<file path="config.mk">
export PLATFORM = sky130hd
export DESIGN_NAME = cpu_ce_gen
export DESIGN_NICKNAME = d
export VERILOG_FILES = /design/src/rtl/samcoupe_pkg.sv /design/src/rtl/ce_divider.sv /design/src/rtl/cpu_ce_gen.sv
export SDC_FILE = /design/constraint.sdc
export NUM_CORES = 1
export LEC_CHECK = 0
export CAP_MARGIN = 30
export CORE_ASPECT_RATIO = 2
export CORE_MARGIN = 2
export CORE_UTILIZATION = 50
export CTS_CLUSTER_DIAMETER = 60
export DETAILED_ROUTE_END_ITERATION = 10
export PLACE_DENSITY = 0.81
export SKIP_LAST_GASP = 1
export SYNTH_ARGS = -nofsm -noshare
export SYNTH_HDL_FRONTEND = slang
export SYNTH_HIERARCHICAL = 1
export SYNTH_SLANG_ARGS = --single-unit
</file>
<file path="constraint.sdc">
create_clock -name clk_sys -period 8.6 [get_ports clk_sys]
set_input_delay 0.86 -clock clk_sys [delete_from_list [all_inputs] [get_ports clk_sys]]
set_output_delay 0.86 -clock clk_sys [all_outputs]
set_load 0.01 [all_outputs]
</file>
<file path="src/rtl/samcoupe_pkg.sv">
`default_nettype none
// ------------------------------------------------------------
// samcoupe_pkg : shared CPU clock-enable types and constants
// rev 1.0
// ------------------------------------------------------------
package samcoupe_pkg;

  typedef enum logic [1:0] {
    ST_RUN   = 2'd0,
    ST_DRAIN = 2'd1,
    ST_QUIET = 2'd2
  } ce_state_e;

  localparam int STALL_W = 16;

  function automatic logic [STALL_W-1:0] sat_inc(input logic [STALL_W-1:0] v);
    return (&v) ? v : v + STALL_W'(1);
  endfunction

endpackage
`default_nettype wire

</file>
<file path="src/rtl/ce_divider.sv">
`default_nettype none
// ------------------------------------------------------------
// ce_divider : divide-by-D counter producing gated ce_p / ce_n
// rev 1.0
// ------------------------------------------------------------
module ce_divider #(
  parameter int DIVW = 6
) (
  input  logic            clk_sys,
  input  logic            reset,
  input  logic [DIVW-1:0] divisor,
  input  logic            run,
  input  logic            wait_req,
  output logic            ce_p,
  output logic            ce_n,
  output logic            period_end,
  output logic            stalled
);

  logic [DIVW-1:0] cnt;
  logic [DIVW-1:0] half;
  logic            gate;
  logic            at_start;
  logic            at_half;
  logic            at_last;

  assign half     = divisor >> 1;
  assign at_start = (cnt == '0);
  assign at_half  = (cnt == half);
  // >= rather than == keeps the counter bounded even if divisor ever shrinks
  assign at_last  = (cnt >= divisor - DIVW'(1));

  assign period_end = run & at_last;
  assign stalled    = run & at_start & wait_req;

  always_ff @(posedge clk_sys or posedge reset) begin
    if (reset) begin
      cnt  <= '0;
      gate <= 1'b0;
      ce_p <= 1'b0;
      ce_n <= 1'b0;
    end else if (!run) begin
      cnt  <= '0;
      gate <= 1'b0;
      ce_p <= 1'b0;
      ce_n <= 1'b0;
    end else begin
      cnt  <= at_last ? '0 : cnt + DIVW'(1);
      if (at_start) begin
        gate <= ~wait_req;
      end
      ce_p <= at_start & ~wait_req;
      ce_n <= at_half & gate & ~at_start;
    end
  end

endmodule
`default_nettype wire

</file>
<file path="src/rtl/cpu_ce_gen.sv">
`default_nettype none
// ------------------------------------------------------------
// cpu_ce_gen : multi-speed CPU clock-enable generator with quiet mode switch
// rev 1.0
// ------------------------------------------------------------
module cpu_ce_gen
  import samcoupe_pkg::*;
#(
  parameter int                    MODES     = 4,
  parameter int                    DIVW      = 6,
  parameter logic [MODES*DIVW-1:0] DIV_TABLE = {6'd4, 6'd8, 6'd27, 6'd16},
  parameter int                    QUIET_CYC = 32
) (
  input  logic                     clk_sys,
  input  logic                     reset,
  input  logic [$clog2(MODES)-1:0] req_mode,
  input  logic                     wait_req,
  input  logic                     stat_clr,
  output logic                     ce_p,
  output logic                     ce_n,
  output logic [$clog2(MODES)-1:0] cur_mode,
  output logic                     switching,
  output logic [STALL_W-1:0]       stall_cnt
);

  localparam int             MW     = $clog2(MODES);
  localparam int             QW     = $clog2(QUIET_CYC + 1);
  localparam logic [QW-1:0]  Q_LAST = QW'(QUIET_CYC - 1);

  ce_state_e       state;
  ce_state_e       state_nx;
  logic [QW-1:0]   qcnt;
  logic [QW-1:0]   qcnt_nx;
  logic [MW-1:0]   mode_nx;
  logic [DIVW-1:0] div_arr [MODES];
  logic [DIVW-1:0] divisor;
  logic            req_ok;
  logic            run;
  logic            period_end;
  logic            stalled;

  // entries of 0 or 1 would stall the divider, so they are forced to 2
  for (genvar i = 0; i < MODES; i++) begin : g_div
    assign div_arr[i] = (DIV_TABLE[i*DIVW +: DIVW] < DIVW'(2)) ? DIVW'(2)
                                                              : DIV_TABLE[i*DIVW +: DIVW];
  end

  always_comb begin
    divisor = div_arr[0];
    req_ok  = 1'b0;
    for (int i = 0; i < MODES; i++) begin
      if (cur_mode == MW'(i)) divisor = div_arr[i];
      if (req_mode == MW'(i)) req_ok = 1'b1;
    end
  end

  assign run       = (state != ST_QUIET);
  assign switching = (state != ST_RUN);

  ce_divider #(
    .DIVW (DIVW)
  ) u_div (
    .clk_sys    (clk_sys),
    .reset      (reset),
    .divisor    (divisor),
    .run        (run),
    .wait_req   (wait_req),
    .ce_p       (ce_p),
    .ce_n       (ce_n),
    .period_end (period_end),
    .stalled    (stalled)
  );

  always_ff @(posedge clk_sys or posedge reset) begin
    if (reset) begin
      state    <= ST_RUN;
      cur_mode <= '0;
      qcnt     <= '0;
    end else begin
      state    <= state_nx;
      cur_mode <= mode_nx;
      qcnt     <= qcnt_nx;
    end
  end

  always_comb begin
    state_nx = state;
    qcnt_nx  = qcnt;
    mode_nx  = cur_mode;
    case (state)
      ST_RUN: begin
        if (req_ok && (req_mode != cur_mode)) state_nx = ST_DRAIN;
      end
      ST_DRAIN: begin
        if (period_end) begin
          state_nx = ST_QUIET;
          qcnt_nx  = '0;
        end
      end
      ST_QUIET: begin
        // the new mode is whatever is requested on the final quiet cycle
        if (qcnt == Q_LAST) begin
          state_nx = ST_RUN;
          if (req_ok) mode_nx = req_mode;
        end else begin
          qcnt_nx = qcnt + QW'(1);
        end
      end
      default: state_nx = ST_RUN;
    endcase
  end

  always_ff @(posedge clk_sys or posedge reset) begin
    if (reset) begin
      stall_cnt <= '0;
    end else if (stat_clr) begin
      stall_cnt <= '0;
    end else if (stalled) begin
      stall_cnt <= sat_inc(stall_cnt);
    end
  end

endmodule
`default_nettype wire

</file>
# Word-level counts from Yosys, hierarchy flattened

Index checks and enable logic that the tools add are counted.

Memory bits (writable): 0
Word-level logic and storage cells: 74
Bits in registers: 35
Memory bits (read-only): 0
Latch bits: 0
Output and inout bits: 21
Bits of input ports: 6
Memories kept: 0

Bitwise logic cells: 8
$lt $le $gt $ge: 1
Add/subtract/negate cells: 4
Reductions and logical operators: 12
Multiplexer cells: 23
Equal/unequal tests: 18
Shift-type cells: 0
Multiply operators: 0
Divide/modulo/power cells: 0

Operators with widths:

| kind                                             | number |
|---|---|
| two-way mux 16 bit                               | 3 |
| two-way mux 6 bit                                | 6 |
| adder 16 x 1 -> 16 bit, second input constant    | 1 |
| AND reduction 16 bit                             | 1 |
| != test 2 bit, second input constant             | 7 |
| adder 6 x 1 -> 6 bit, second input constant      | 2 |
| one-hot mux 6 bit (2 select lines)               | 1 |
| == test 2 bit, second input constant             | 5 |
| AND reduction 3 bit                              | 3 |
| two-way mux 1 bit                                | 8 |
| bitwise AND 1 bit                                | 6 |
| == test 2 x 1 -> 1 bit, second input constant    | 3 |
| == test 6 x 5 -> 1 bit                           | 1 |
| == test 6 x 5 -> 1 bit, second input constant    | 1 |
| >= comparator 6 bit                              | 1 |
| logical NOT 6 bit                                | 1 |
| two-way mux 2 bit                                | 3 |
| one-hot mux 2 bit (3 select lines)               | 1 |
| nonzero test 2 bit                               | 3 |
| subtractor 6 x 1 -> 6 bit, second input constant | 1 |
| logical NOT 2 bit                                | 2 |
| two-way mux 4 bit                                | 1 |
| != test 2 bit                                    | 1 |
| inverter 1 bit                                   | 2 |
| 2 further kinds                                  | 2 |

# Depth between registers and ports, before layout

Gate-level depths: netlist of run 1.

Depth in word-level cells: 9
Mapped depth: 14

# Cells and area by module

Netlist of run 1, hierarchy kept.

Modules (own cells, without submodules):

| module     | times used | cells an instance | area an instance (um^2) |
|---|---|---|---|
| cpu_ce_gen | 1          | 158               | 1,488.9 |
| ce_divider | 1          | 75                | 686.9 |

# Worst setup path after synthesis of run 1

Ideal clock, no wire load.

Path type: register -> register
From: reg cur_mode[1]
To: reg qcnt[1]
Buffers on the path: 0
Setup time: 0.079 ns
Path slack: 5.813 ns
Cell stages (with the launch flop): 14
Data arrival time: 2.708 ns
Data required time: 8.521 ns
Cells stage by stage: dfrtp_1 > inv_1 > ha_1 > or3_1 > nor3_1 > xnor2_1 > ha_1 > nand2_1 > o21a_1 > o21ai_0 > and2_1 > nand2_1 > o21ai_1 > mux2i_1

Cells in the longest elaborated chain, start to end: 9

RTL lines:

| item                              | RTL line         | source |
|---|---|---|
| from (decl)                       | cpu_ce_gen.sv:21 | `output logic [$clog2(MODES)-1:0] cur_mode,` |
| from (signal assigned)            | cpu_ce_gen.sv:81 | `cur_mode <= mode_nx;` |
| == test 2 x 1 -> 1 bit            | cpu_ce_gen.sv:52 | `if (cur_mode == MW'(i)) divisor = div_arr[i];` |
| two-way mux 4 bit                 | cpu_ce_gen.sv:52 |  |
| two-way mux 6 bit                 | cpu_ce_gen.sv:52 |  |
| two-way mux 6 bit (*)             | cpu_ce_gen.sv:52 |  |
| net divisor[0]                    | cpu_ce_gen.sv:36 | `logic [DIVW-1:0] divisor;` |
| subtractor 6 x 1 -> 6 bit (*)     | ce_divider.sv:31 | `assign at_last = (cnt >= divisor - DIVW'(1));` |
| >= comparator 6 bit (*)           | ce_divider.sv:31 |  |
| bitwise AND 1 bit (*)             | ce_divider.sv:33 | `assign period_end = run & at_last;` |
| net period_end                    | cpu_ce_gen.sv:39 | `logic period_end;` |
| != test 2 bit (no line) (*)       | -                |  |
| AND reduction 3 bit (no line) (*) | -                |  |
| to (signal assigned)              | cpu_ce_gen.sv:82 | `qcnt <= qcnt_nx;` |
| to (decl)                         | cpu_ce_gen.sv:32 | `logic [QW-1:0] qcnt;` |

Mark *: on every way through the listed nets, which the timed path passes. The rest lies on a longest branch.
A chain may end at the register's enable or synchronous reset.

# Worst setup path after layout of run 1

Ends and elaborated chain as after synthesis.

==> qor.txt, run 1 <==
Power per Cell Area -> 209 nW/µm²
Seq/Total Area, Yosys -> 0.403
Yosys warning total -> 6
most common cell after layout, fill and taps aside -> dfrtp_1
Synth area leader -> dfrtp_1
Worst-Margin Slew -> 0.664 ns
HP Class -> flip-flop to flip-flop
Buffers & Inverters on Critical Path -> 1
DR pass1 iterations -> 4
met3 global-route usage -> 0.0446
Peak supply drop -> 227 µV
Leak -> 0.00107 µW
worst setup path startpoint -> cur_mode[1]
Die W -> 50.6 µm
die area -> 4930 µm²
Final Cycle Share -> 0.368
fin area -> 2600 µm²
worst r2r dst -> qcnt[1]
max_cap viols -> 0
Max stage delay cell, worst path -> o21ai_1
FP Rows -> 34
Nets -> 284
DP HPWL -> 3300 µm
Yosys top cell area share -> 0.403
Initial Utilization -> 0.511
total track usage -> 0.203
setup violators final -> 0
grt total ovfl -> 0
Root Driver -> clkbuf_8
Worst Path Max Fanout -> 7
Fin Setup TNS -> 0 ns
DR vias -> 1,819
final hold vios -> 0
Area growth, synth to finish -> 19.4%
crit path time final -> 3.17 ns
reg2reg start -> cur_mode[1]
largest net degree at the start of global routing -> 22
Avg WL per Cell -> 13.8 µm
Worst Skew -> 0.00482 ns
M1 GR Usage -> 0.262
H-tree depth -> 2
Placer Congestion -> 0.827
R2R cell count -> 13
count of cells resized by post-cts repair -> 0
Cell variety after synth -> 41
most frequent cells in the layout -> dfrtp_1, clkdlybuf4s50_1, nor2_1
critical-path cell list -> inv_1 > ha_1 > or3_1 > nor3_1 > xnor2_1 > ha_1 > nand2_1 > o21a_1 > o21ai_0 > and2_1 > nand2_1 > o21ai_1 > mux2i_1
Setup crit start kind -> flip-flop
vias in the first global route -> 1,754
Vias/cell -> 5.70
normalized max-slew margin -> 0.556
Max Clk Rate -> 316 MHz
drt total wl -> 4400 µm
global-route wire length before repair -> 7840 µm
DR iter-0 viols -> 44
DRC errors left -> 0
synthesized flop and latch total -> 35
Worst R2R Setup Slack -> 5.43 ns
synthesized area -> 2180 µm²
WS Path Type -> flip-flop to flip-flop
Max Slew Vio Count -> 0
WP data arrival -> 3.38 ns
Placeable Area -> 4250 µm²
DIE HEIGHT -> 97.3 µm
outcome -> finished clean
Crit path depth -> 13
port bufs -> 26
initial antenna violation count -> 0
Clk Latency, worst-skew pair -> 0.29 ns
layout cell share with drive strength beyond 1 -> 0.0604
Final ANT Viol Nets -> 0
Crit. End Element -> flip-flop
hold buffer count at cts -> 0
CTS buffer count -> 5
n_diodes -> 0
Worst EP required -> 8.81 ns
delay-heaviest family, CP -> simple AND/OR/NAND/NOR gates
met2 Use GR -> 0.326
Clock Pin Slew Worst Setup and Hold Paths -> 0.07 ns
post-synthesis cell count -> 233
RSZ-0062 raised after global routing -> no
Synth Area per Inst -> 9.34 µm²
Critical Path Sink -> qcnt[1]
CTS Buffer Depth -> 2
dominant cells by area after synthesis -> dfrtp_1, ha_1, a21oi_1
Post-CTS Setup Repair Bufs -> 0
Area after DPL -> 2500 µm²
busiest layer in global routing -> met2
Clock Sinks -> 35
CP max stage delay -> 0.46 ns
boundary pin count -> 27
clock tree from TritonCTS -> built
==> per-stage QoR <==
stage	utilization	std cells	setup slack (ns)	total power (µW)	hold slack, ns
after floorplan	-	234	5.81	363	0.428
after global placement	0.581	310	5.71	398	0.445
after detailed placement	0.587	311	5.45	412	0.457
after CTS	0.611	319	5.43	546	0.470
after global routing	0.611	319	5.13	581	0.511
final	0.611	319	5.43	542	0.472
==> report_power, final <==
part	leakage [µW]	switching, µW	internal [µW]
Clock	0.0000515	58.9	73.1
Combinational	0.000549	88.7	86.9
Sequential	0.000465	39.2	196
==> cells in the mapped netlist <==
cell type and n:
a211oi_1 1, a21oi_1 16, a31oi_1 1, and2_1 3, and3_1 4, and4_1 4, buf_2 1, buf_6 1
conb_1 1, dfrtp_1 35, dlygate4sd1_1 1, dlymetal6s2s_1 1, ha_1 14, inv_1 16, mux2_1 2, mux2_2 2
mux2i_1 3, nand2_1 14, nand2b_1 4, nand3_1 14, nand4_1 7, nor2_1 17, nor2b_1 5, nor3_1 4
nor4_2 1, nor4b_1 1, o211ai_1 3, o21a_1 3, o21ai_0 6, o21ai_1 3, o21ba_2 1, o22ai_1 1
o31ai_1 8, o41ai_1 2, or2_2 2, or3_1 6, or3_2 1, or4_1 7, or4b_4 1, xnor2_1 9
xor2_1 7
==> routing by layer <==
layer | share of wire | vias to the layer above
li1 | - | 907
met1 | 0.44 | 861
met2 | 0.50 | 41
met3 | 0.037 | 10
met4 | 0.019 | 0
met5 | 0 | -
==> final cells by class <==
cell class	instances	area [µm²]
multi-input combinational	179	1210
inverter	16	60.1
timing repair buffer	27	288
sequential	35	876
fill	362	1660
tap	54	67.6
clock buffer	8	100
==> worst min path at each step <==
stage,startpoint,endpoint,slack [ns],cells after the start
final,state[1],state[0],0.47,1
after global routing,state[1],state[0],0.51,1
after CTS,state[1],state[0],0.47,1
after detailed placement,qcnt[5],qcnt[5],0.46,1
after global placement,qcnt[5],qcnt[5],0.45,1
after floorplan,qcnt[5],qcnt[5],0.43,1
==> flip-flops by register name, summed over array words and instances (netlist names) <==
| register | cells |
|---|---|
| qcnt | 6 |
| u_div/cnt | 6 |
| u_div/gate | 1 |
| stall_cnt | 16 |
| u_div/ce_p | 1 |
| cur_mode | 2 |
| state | 2 |
| u_div/ce_n | 1 |
==> cells by family after synthesis <==
| logic type | after synthesis | share of synthesized area |
|---|---|---|
| buffers and inverters | 20 | 0.0449 |
| AOI/OAI and AO/OA | 45 | 0.128 |
| other | 1 | 0.00172 |
| adders and majority gates | 14 | 0.0805 |
| xor gates and xnor gates | 16 | 0.0644 |
| and+or+nand+nor | 95 | 0.244 |
| muxes | 7 | 0.0345 |
| DFF | 35 | 0.403 |
Power figures use the tool's default switching activity.
==> inputs of run 2 (changes only) <==
- clock period: 8.6 -> 3 ns (I/O delays scaled with it)
==> qor.txt, run 2 (same netlist as run 1, synthesis figures left out) <==
boundary pin count -> 27
Worst EP required -> 3.22 ns
Worst R2R Setup Slack -> 0.16 ns
largest net degree at the start of global routing -> 22
DR pass1 iterations -> 4
Area growth, synth to finish -> 20.1%
n_diodes -> 0
outcome -> finished clean
Clk Latency, worst-skew pair -> 0.29 ns
most frequent cells in the layout -> dfrtp_1, clkdlybuf4s50_1, nor2_1
WP data arrival -> 3.06 ns
reg2reg start -> cur_mode[1]
DR iter-0 viols -> 29
global-route wire length before repair -> 7420 µm
Max Clk Rate -> 352 MHz
hold buffer count at cts -> 0
Util after Layout -> 0.614
slack of the critical path -> 0.161 ns
max_cap viols -> 0
DRC errors left -> 0
Nets -> 284
CTS Buffer Depth -> 2
crit path time final -> 2.84 ns
normalized max-slew margin -> 0.544
Leak -> 0.00107 µW
Clock Sinks -> 35
Setup crit start kind -> flip-flop
Avg WL per Cell -> 13.8 µm
Max stage delay cell, worst path -> dfrtp_2
Final ANT Viol Nets -> 0
setup violators final -> 0
Final Cycle Share -> 0.946
die area -> 4930 µm²
DP HPWL -> 3230 µm
CP max stage delay -> 0.41 ns
critical-path cell list -> inv_1 > ha_2 > or3_4 > nor3_2 > xnor2_1 > ha_1 > nand2_1 > o21a_1 > o21ai_0 > and2_1 > nand2_1 > o21ai_4 > mux2i_1
Placer Congestion -> 0.806
Placeable Area -> 4250 µm²
worst r2r dst -> qcnt[1]
Clock Pin Slew Worst Setup and Hold Paths -> 0.07 ns
Fin Setup TNS -> 0 ns
H-tree depth -> 2
drt total wl -> 4380 µm
grt total ovfl -> 0
R2R cell count -> 13
Power per Cell Area -> 588 nW/µm²
WS Path Type -> flip-flop to flip-flop
Initial Utilization -> 0.511
Largest register FFs -> 16
final hold vios -> 0
Root Driver -> clkbuf_8
Vias/cell -> 5.62
DIE HEIGHT -> 97.3 µm
most flop-heavy register -> stall_cnt
DR vias -> 1,787
FP Rows -> 34
Max Slew Vio Count -> 0
Tot Pwr -> 1540 µW
initial antenna violation count -> 0
clock tree from TritonCTS -> built
Peak supply drop -> 534 µV
Worst-Margin Slew -> 0.682 ns
most used cell, CP -> nand2_1
HP Class -> primary input to async pin
Die W -> 50.6 µm
dpl ws -> -0.0783 ns
layout cell share with drive strength beyond 1 -> 0.0833
most common cell after layout, fill and taps aside -> dfrtp_1
CTS buffer count -> 5
vias in the first global route -> 1,770
Largest regs -> stall_cnt (16), qcnt (6), u_div/cnt (6)
Worst Skew -> 0.00467 ns
Crit. End Element -> flip-flop
Worst Path Max Fanout -> 7
port bufs -> 26
Post-CTS Setup Repair Bufs -> 0
total track usage -> 0.193
==> run 2: how the worst max path moves through the flow <==
stage | from | slack (ns) | end
finish | cur_mode[1] | 0.16 | qcnt[1]
CTS | cur_mode[1] | 0.03 | qcnt[1]
floorplan | cur_mode[1] | 0.21 | qcnt[1]
global route | cur_mode[1] | -0.03 | qcnt[1]
detailed placement | cur_mode[1] | -0.08 | qcnt[1]
global placement | cur_mode[1] | 0.09 | qcnt[1]
==> run 2: per-stage QoR <==
| step | hold slack [ns] | instances | instance area, µm² |
|---|---|---|---|
| floorplan | 0.128 | 234 | 2180 |
| global placement | 0.444 | 310 | 2470 |
| CTS | 0.313 | 318 | 2590 |
| finish | 0.299 | 318 | 2610 |
| detailed placement | 0.460 | 311 | 2500 |
| global route | 0.331 | 318 | 2610 |
==> run 2: critical path: cells and delay by family, from the launching register on <==
family,cells,cell delay (ns)
AO/OA/AOI/OAI,3,0.52
adder cells (fa/ha/maj),2,0.53
buffers and inverters,1,0.08
multiplexers,1,0.21
XOR/XNOR,1,0.10
AND/OR/NAND/NOR,5,0.91
flip-flops,1,0.41
==> run 2: routing by layer <==
layer  global-route usage  wire length [µm]  vias to the layer above
met2                0.324              2320                       27
met4               0.0811               110                        0
li1                     -                 -                      901
met5                    0                 0                        -
met1                0.231              1840                      851
met3               0.0431               116                        8
==> run 2: timing repair <==
action	CTS	global route
hold endpoints to repair	0	0
setup endpoints to repair	6	7
resized for setup	1	6
pin swaps	0	1
==> run 2: cell type report <==
type | count | area, µm²
Clock inverter | 1 | 5.00
Timing Repair Buffer | 27 | 288
Clock buffer | 6 | 82.6
Tap cell | 54 | 67.6
Fill cell | 363 | 1640
Inverter | 16 | 60.1
Sequential cell | 35 | 877
Multi-Input combinational cell | 179 | 1230
==> run 2: power breakdown <==
group | total (µW) | switching [µW] | internal (µW)
Combinational | 519 | 260 | 259
Clock | 344 | 165 | 180
Sequential | 672 | 111 | 561
